==> config.mk <==
export PLATFORM = sky130hd
export DESIGN_NAME = reg_file_ctx
export DESIGN_NICKNAME = d
export VERILOG_FILES = /design/src/rtl/reg_file_ctx.sv
export SDC_FILE = /design/constraint.sdc
export NUM_CORES = 1
export LEC_CHECK = 0
export BUFFER_PORTS_ARGS = -buffer_cell sky130_fd_sc_hd__buf_4
export CAP_MARGIN = 20
export CORE_MARGIN = 2
export CORE_UTILIZATION = 45
export DETAILED_ROUTE_END_ITERATION = 8
export SYNTH_ARGS = -nofsm -noshare
export SYNTH_HDL_FRONTEND = slang
export SYNTH_SLANG_ARGS = --single-unit
==> constraint.sdc <==
create_clock -name clk -period 3.2 [get_ports clk]
set_input_delay 0.16 -clock clk [delete_from_list [all_inputs] [get_ports clk]]
set_output_delay 0.16 -clock clk [all_outputs]
set_load 0.03 [all_outputs]
==> src/rtl/reg_file_ctx.sv <==
// reg_file_ctx: windowed register file with a full shadow bank and a
// multi-cycle save/restore sequencer for context switching.
//
// Ports:
//   clk          rising-edge clock
//   reset        synchronous, active-high reset (clears regs, shadow, FSM)
//   write        write enable for the rd window
//   rd_addr      write window offset (physical index = RD_BASE + rd_addr)
//   rd_in        write data
//   rs_addr      read window A offset (physical index = RS_BASE + rs_addr)
//   rt_addr      read window B offset (physical index = RT_BASE + rt_addr)
//   rs_out       combinational read A (0 for an out-of-range index)
//   rt_out       combinational read B (0 for an out-of-range index)
//   save_req     request copy regs -> shadow
//   restore_req  request copy shadow -> regs
//   busy         save/restore in progress (writes and requests ignored)
//   done         one-cycle pulse in IDLE after the final copy
//
// Optional feature macro: REG_FILE_CTX_BYPASS_EN
//   When defined, a write that is accepted this cycle is forwarded to any
//   read port addressing the same legal physical index. When undefined, reads
//   show the stored value until after the edge and no forwarding is built.

module reg_file_ctx #(
   parameter int unsigned NUM_REG   = 12,
   parameter int unsigned REG_WIDTH = 8,
   parameter int unsigned RS_AW     = 4,
   parameter int unsigned RT_AW     = 3,
   parameter int unsigned RD_AW     = 2,
   parameter int unsigned RS_BASE   = 0,
   parameter int unsigned RT_BASE   = 4,
   parameter int unsigned RD_BASE   = 8
) (
   input  logic                 clk,
   input  logic                 reset,
   input  logic                 write,
   input  logic [RD_AW-1:0]     rd_addr,
   input  logic [REG_WIDTH-1:0] rd_in,
   input  logic [RS_AW-1:0]     rs_addr,
   input  logic [RT_AW-1:0]     rt_addr,
   output logic [REG_WIDTH-1:0] rs_out,
   output logic [REG_WIDTH-1:0] rt_out,
   input  logic                 save_req,
   input  logic                 restore_req,
   output logic                 busy,
   output logic                 done
);

   // Physical index width: one extra bit so BASE + offset overflow is visible.
   localparam int unsigned IW   = $clog2(NUM_REG) + 1;
   // Array select width: just enough to address NUM_REG entries.
   localparam int unsigned AW   = $clog2(NUM_REG);
   localparam logic [AW-1:0] LAST_IDX = AW'(NUM_REG - 1);

   typedef enum logic [1:0] {
      ST_IDLE    = 2'd0,
      ST_SAVE    = 2'd1,
      ST_RESTORE = 2'd2
   } state_t;

   // Storage
   logic [REG_WIDTH-1:0] regs   [NUM_REG];
   logic [REG_WIDTH-1:0] shadow [NUM_REG];

   // Sequencer state
   state_t          state_q;
   state_t          state_d;
   logic [AW-1:0]   idx_q;
   logic [AW-1:0]   idx_d;
   logic            done_q;
   logic            done_d;
   logic            busy_q;

   // Window decode
   logic [IW-1:0]   rs_idx_c;
   logic [IW-1:0]   rt_idx_c;
   logic [IW-1:0]   rd_idx_c;
   logic            rs_legal_c;
   logic            rt_legal_c;
   logic            rd_legal_c;
   logic            wr_en_c;
   logic [REG_WIDTH-1:0] rs_rd_c;
   logic [REG_WIDTH-1:0] rt_rd_c;

   // Physical index = BASE + offset at IW bits, then a range check.
   always_comb begin
      rs_idx_c   = IW'(RS_BASE) + IW'(rs_addr);
      rt_idx_c   = IW'(RT_BASE) + IW'(rt_addr);
      rd_idx_c   = IW'(RD_BASE) + IW'(rd_addr);
      rs_legal_c = (rs_idx_c < IW'(NUM_REG));
      rt_legal_c = (rt_idx_c < IW'(NUM_REG));
      rd_legal_c = (rd_idx_c < IW'(NUM_REG));
   end

   // Datapath stalls while the sequencer owns the register file.
   assign wr_en_c = write && !busy_q && rd_legal_c;

   // Raw array reads; illegal indices are forced to zero.
   always_comb begin
      rs_rd_c = '0;
      rt_rd_c = '0;
      if (rs_legal_c) rs_rd_c = regs[AW'(rs_idx_c)];
      if (rt_legal_c) rt_rd_c = regs[AW'(rt_idx_c)];
   end

`ifdef REG_FILE_CTX_BYPASS_EN
   // Forward an accepted write to a read port hitting the same index.
   always_comb begin
      rs_out = rs_rd_c;
      rt_out = rt_rd_c;
      if (wr_en_c && rs_legal_c && (rs_idx_c == rd_idx_c)) rs_out = rd_in;
      if (wr_en_c && rt_legal_c && (rt_idx_c == rd_idx_c)) rt_out = rd_in;
   end
`else
   assign rs_out = rs_rd_c;
   assign rt_out = rt_rd_c;
`endif

   // Sequencer state register.
   always_ff @(posedge clk) begin
      if (reset) begin
         state_q <= ST_IDLE;
         idx_q   <= '0;
         done_q  <= 1'b0;
         busy_q  <= 1'b0;
      end else begin
         state_q <= state_d;
         idx_q   <= idx_d;
         done_q  <= done_d;
         busy_q  <= (state_d != ST_IDLE);
      end
   end

   // Sequencer next-state: save beats restore; requests while busy are dropped.
   always_comb begin
      state_d = state_q;
      idx_d   = idx_q;
      done_d  = 1'b0;
      case (state_q)
         ST_IDLE: begin
            if (save_req) begin
               state_d = ST_SAVE;
               idx_d   = '0;
            end else if (restore_req) begin
               state_d = ST_RESTORE;
               idx_d   = '0;
            end
         end
         ST_SAVE, ST_RESTORE: begin
            if (idx_q == LAST_IDX) begin
               state_d = ST_IDLE;
               idx_d   = '0;
               done_d  = 1'b1;
            end else begin
               idx_d = idx_q + AW'(1);
            end
         end
         default: begin
            state_d = ST_IDLE;
            idx_d   = '0;
         end
      endcase
   end

   // Register and shadow storage: reset, one copy per cycle, or a normal write.
   always_ff @(posedge clk) begin
      if (reset) begin
         for (int i = 0; i < int'(NUM_REG); i++) begin
            regs[i]   <= '0;
            shadow[i] <= '0;
         end
      end else begin
         case (state_q)
            ST_SAVE:    shadow[idx_q] <= regs[idx_q];
            ST_RESTORE: regs[idx_q]   <= shadow[idx_q];
            default: begin
               if (wr_en_c) regs[AW'(rd_idx_c)] <= rd_in;
            end
         endcase
      end
   end

   assign busy = busy_q;
   assign done = done_q;

endmodule

After elaboration in Yosys (flattened, before gate mapping)
Memory sizes are Yosys's and may differ from the RTL's. A register that Yosys moved wholly into a read port is not among the register bits.
Cells that the tools add are included.
{"block": "totals", "reg_bits": 8, "ram_bits": 192, "input_bits": 22, "output_inout_bits": 18, "word_cells": 63, "n_memories": 2}
{"memory": "regs", "depth": 12, "word_bits": 8, "read_ports": 3, "rd_ports_with_merged_regs": 1, "wr": 12, "line": "62", "rtl": "logic [REG_WIDTH-1:0] regs [NUM_REG];"}
{"memory": "shadow", "depth": 12, "word_bits": 8, "read_ports": 1, "rd_ports_with_merged_regs": 1, "wr": 12, "line": "63", "rtl": "logic [REG_WIDTH-1:0] shadow [NUM_REG];"}
{"block": "classes", "n_addsub": 3, "magnitude_cmp": 3, "n_eq_ne": 4, "muxes": 36, "bitwise": 1, "reduce_logical": 10}
{"operator": "$mux 4", "n": 10}
{"operator": "$mux 8", "n": 5}
{"operator": "$reduce_or 8->1", "n": 3}
{"operator": "$mux 1", "n": 16}
{"operator": "$lt 4x4->1 const B", "n": 2}
{"operator": "$pmux 4 s2", "n": 1}
{"operator": "$mux 2", "n": 3}
{"operator": "$add 4x2->5 const A", "n": 1}
{"operator": "$lt 5x4->1 const B", "n": 1}
{"operator": "$add 3x3->4 const A", "n": 1}
{"operator": "$add 4x1->4 const B", "n": 1}
{"operator": "$eq 4x4->1 const B", "n": 1}
{"operator": "$pmux 2 s2", "n": 1}
{"operator": "$reduce_or 2->1", "n": 2}
{"operator": "$ne 3x3->1 const B", "n": 1}
{"operator": "$eq 2x1->1 const B", "n": 1}
{"operator": "$eq 2x2->1 const B", "n": 1}
{"operator": "$logic_and 1x1->1", "n": 2}
{"operator": "$logic_not 2->1", "n": 1}
{"operator": "$reduce_bool 2->1", "n": 1}
{"operator": "$logic_not 1->1", "n": 1}
{"operator": "$not 1->1", "n": 1}

Logic depth before layout (Yosys ltp)
{"block": "depth", "word_depth": 9, "depth_mapped": 9, "mapped_depth_nobuf": 6}

Worst setup path after synthesis
Ideal clock, no wire load.
{"block": "synth_timing", "path_type": "flip-flop to flip-flop", "from": "register state_q[0]", "to": "memory regs[0][0] (enable)", "setup_time_ps": 334, "t_arrival_ps": 2304, "required_ps": 2866, "slack_ps": 561, "path_stages_with_launch": 7, "path_buffers": 0, "period_less_slack_ps": 2639, "cell_sequence": "dfxtp_1 -> inv_1 -> ha_1 -> nor4b_4 -> mux2i_1 -> nand3_1 -> nand2b_1"}
{"item": "start: declaration", "line": "66", "rtl": "state_t state_q;"}
{"item": "start signal: assignment", "line": "127", "rtl": "state_q <= state_d;"}
{"item": "end: declaration", "line": "62"}

==> results by group <==
Timing
  – RSZ-0062 raised after global routing: no
  – Setup WS post-layout: 0.2614 ns
  – Minimum clock period: 2.939 ns
  – Worst slew pin tran: 1.043 ns
  – Clk_skew: 0.01871 ns
  – Final Setup Violations: 0
  – Tcrit/Tclk final: 0.9183
  – Hold Vio Cnt, Final: 0
  – Worst-case hold slack: 0.07312 ns
  – Final Max Slew Viols: 0
  – Normalized max-slew margin: 0.3022
  – Post-route setup TNS: 0 ns
  – Max frequency: 340.3 MHz

Worst setup path
  – Critical path class: flip-flop to flip-flop
  – Crit end category: flip-flop
  – Max FO, Critical Path: 13
  – Critical-path cell list: inv_1 > ha_1 > buf_4 > or4b_1 > and2_4 > a22o_1 > buf_4 > nor2_1
  – R2R Setup Slk: 0.26 ns
  – Worst setup SP type: flip-flop
  – Worst path arrival time: 3.29 ns
  – Top cell by count, worst path: buf_4
  – Slowest cell on crit path: or4b_1
  – Worst endpoint required time: 3.55 ns
  – Critical path's largest stage delay: 0.78 ns

Route
  – Total wire length: 33.96 mm
  – Final ANT Viol Nets: 0
  – Via/cell ratio: 5.936
  – Post-route DRC: 0
  – DR vias: 7,782
  – Pre-Repair DR Iteration Count: 5
  – Initial drt markers: 615
  – Avg WL per Cell: 25.91 um

Floorplanning
  – Die area: 0.03058 mm2
  – CORE AREA: 0.02870 mm2
  – Die Ht: 174.9 um
  – Die Wd: 174.9 um
  – FP Rows: 62
  – Starting Density: 0.4578
  – I/O pin total: 40

Clock tree
  – Resize count post-CTS: 0
  – Sink Count: 268
  – Setup bufs post-CTS: 0
  – H-tree Lvls: 1
  – Worst-path clk slew: 0.06 ns
  – CTS tree: built
  – CTS Buf Count: 28
  – Later-pin clock latency in the skew report: 0.55 ns
  – Root Driver: clkbuf_16
  – Worst-case clock buffer depth: 3

GRT
  – Largest net degree at the start of global routing: 52
  – Grt ovf: 0
  – Vias in the first global route: 7,881
  – Total Routing Usage GR: 0.2250
  – Initial antenna violation count: 0
  – First-pass GRT wire length: 50.30 mm

Placement
  – Post-DP HPWL: 23.00 mm
  – IO buf count: 39
  – GPL Wtd Cong: 0.8199
  – Pre-CTS setup slack: 0.2702 ns

Finish
  – Layout cell share with drive strength beyond 1: 0.2848
  – Number of inserted diodes: 0
  – Final nets: 935
  – Area Overhead vs Synth: 13.05%

Synth
  – Flops & latches, synth: 268
  – Synth Flop Type: edfxtp_1
  – Netlist cell types: 45
  – Cell count after synthesis: 862
  – Register area share after synthesis: 0.6033
  – Yosys top cell area share: 0.5850
  – Synth Warn #: 0
  – Largest cells by area after synthesis: edfxtp_1 (59%), mux4_2 (18%), nor2_1 (5.1%)
  – Number of synthesized flops with an enable pin: 256
  – Async S/R FF share, synth: 0
  – Area leader, netlist: edfxtp_1
  – Mapped Nets: 892
  – Mean Syn Cell Area: 15.24 um2
  – Mapped Area: 0.01314 mm2

Run
  – Max_cap viols: 0

Power and ir drop
  – Leakage: 5.038 nW
  – Clock power share: 0.397
  – Switch share: 0.2396
  – NetSw: 0.001997 W
  – Int Power: 0.006340 W
  – Comb power frac: 0.118
  – Total power: 0.008337 W
  – Sequential share of power: 0.485
  – VDD IR max: 0.4134 mV
  – Pwr per Cell Area: 561.2 mW/mm2

Min path
  – Min-Delay Path Class: primary input to flip-flop

Run status
  – Status: finished clean
[kinds of logic (layout without fill, tap and decap cells)]
| group | Yosys count | in the layout | synth area share |
|---|---|---|---|
| AND/OR/NAND/NOR | 293 | 293 | 0.1059 |
| flip-flops | 268 | 268 | 0.6033 |
| multiplexers | 162 | 162 | 0.2233 |
| buffers and inverters | 87 | 152 | 0.03342 |
| AO/OA/AOI/OAI | 44 | 44 | 0.02647 |
| adder cells (fa/ha/maj) | 8 | 8 | 0.007618 |
[routing by layer]
layer | wire length [um] | global-route usage | up-vias
li1 | - | - | 3403
met1 | 14270 | 0.3149 | 4065
met2 | 16780 | 0.3734 | 264
met3 | 2208 | 0.03264 | 50
met4 | 700 | 0.05833 | 0
met5 | 0 | 0 | -
[stage by stage]
step | utilization | instances | instance area, um2
global placement | 0.4842 | 1257 | 13900
global route | 0.5176 | 1311 | 14860
floorplan | - | 862 | 13140
finish | 0.5176 | 1311 | 14860
detailed placement | 0.4842 | 1257 | 13900
CTS | 0.5176 | 1311 | 14860
[Yosys cell counts, types with 2 or more instances]
| library cell | n |
|---|---|
| a21oi_1 | 18 |
| nor3_4 | 2 |
| nor3b_1 | 2 |
| nor2_1 | 178 |
| o22ai_1 | 8 |
| nor2b_1 | 6 |
| mux4_2 | 103 |
| clkbuf_1 | 21 |
| nand4_1 | 2 |
| edfxtp_1 | 256 |
| mux2i_1 | 40 |
| a2bb2oi_1 | 2 |
| a22o_4 | 6 |
| dfxtp_1 | 12 |
| buf_1 | 10 |
| nand3b_1 | 2 |
| buf_6 | 8 |
| nand2b_1 | 27 |
| inv_1 | 20 |
| nand2_1 | 14 |
| nor4b_2 | 2 |
| buf_2 | 21 |
| nor3_2 | 5 |
| ha_1 | 8 |
| nand3_1 | 22 |
| mux2_2 | 18 |
| buf_4 | 7 |
| nor3_1 | 24 |
| a21o_1 | 2 |
[final cells by class]
class	instances	area, um2
multi-input combinational	507	4773
clock buffer	31	733.2
sequential	268	7934
tap	384	480.5
timing repair buffer	80	655.6
fill	2442	13850
inverter	20	75.07
clock inverter	21	203.9
[worst max-delay path: cells and delay by family, from the launching register on]
family / cells / cell delay (ns)
buf+inv: 3 / 0.47
fa+ha+maj: 1 / 0.35
compound gates: 1 / 0.21
flops: 1 / 0.35
simple gates: 3 / 1.35
[sequential cells by signal, indices dropped and copies added, names as in the netlist, named ones only]
register	cells
regs	128
done	1
shadow	128
state_q	2
idx_q	4
busy	1
[power by group through the flow]
| stage | clock network, W | logic [W] | registers, W |
|---|---|---|---|
| floorplan | 0 | 0.000725 | 0.00408 |
| global placement | 0 | 0.000984 | 0.00411 |
| detailed placement | 0 | 0.000992 | 0.00412 |
| CTS | 0.00333 | 0.000999 | 0.00405 |
| global route | 0.00347 | 0.00105 | 0.00406 |
| finish | 0.00331 | 0.000986 | 0.00404 |
[cell usage in the layout, fill, tap and decap left out, types with 2 or more instances in the layout]
cell type      count
edfxtp_1         256
nor2_1           178
mux4_2           103
buf_4             74
mux2i_1           40
clkbuf_16         29
nand2b_1          27
nor3_1            24
nand3_1           22
inv_1             20
mux2_2            18
a21oi_1           18
nand2_1           14
dfxtp_1            9
o22ai_1            8
ha_1               8
clkinv_1           8
clkinv_2           7
a22o_4             6
nor2b_1            6
nor3_2             5
bufinv_16          4
buf_12             4
nand3b_1           2
nor3b_1            2
nor4b_2            2
a21o_1             2
nand4_1            2
a2bb2oi_1          2
nor3_4             2
dfxtp_2            2
clkbuf_1           2
dlygate4sd3_1      2
[what timing repair did]
action / 4_1_cts / 5_1_grt
hold buffers: 2 / 0
hold endpoints to repair: 6 / 0
endpoints found under the setup margin: 0 / 0
[path summary, 6_finish.rpt]
path / startpoint / end / cells past startpoint
worst max-delay path: state_q[0] / regs[12][7] / 8
worst min-delay path: rd_in[7] / regs[11][7] / 3
worst max register to register: state_q[0] / regs[12][7] / 8
worst min register to register: idx_q[0] / flip-flop / 2
(Power assumes the default switching activity.)
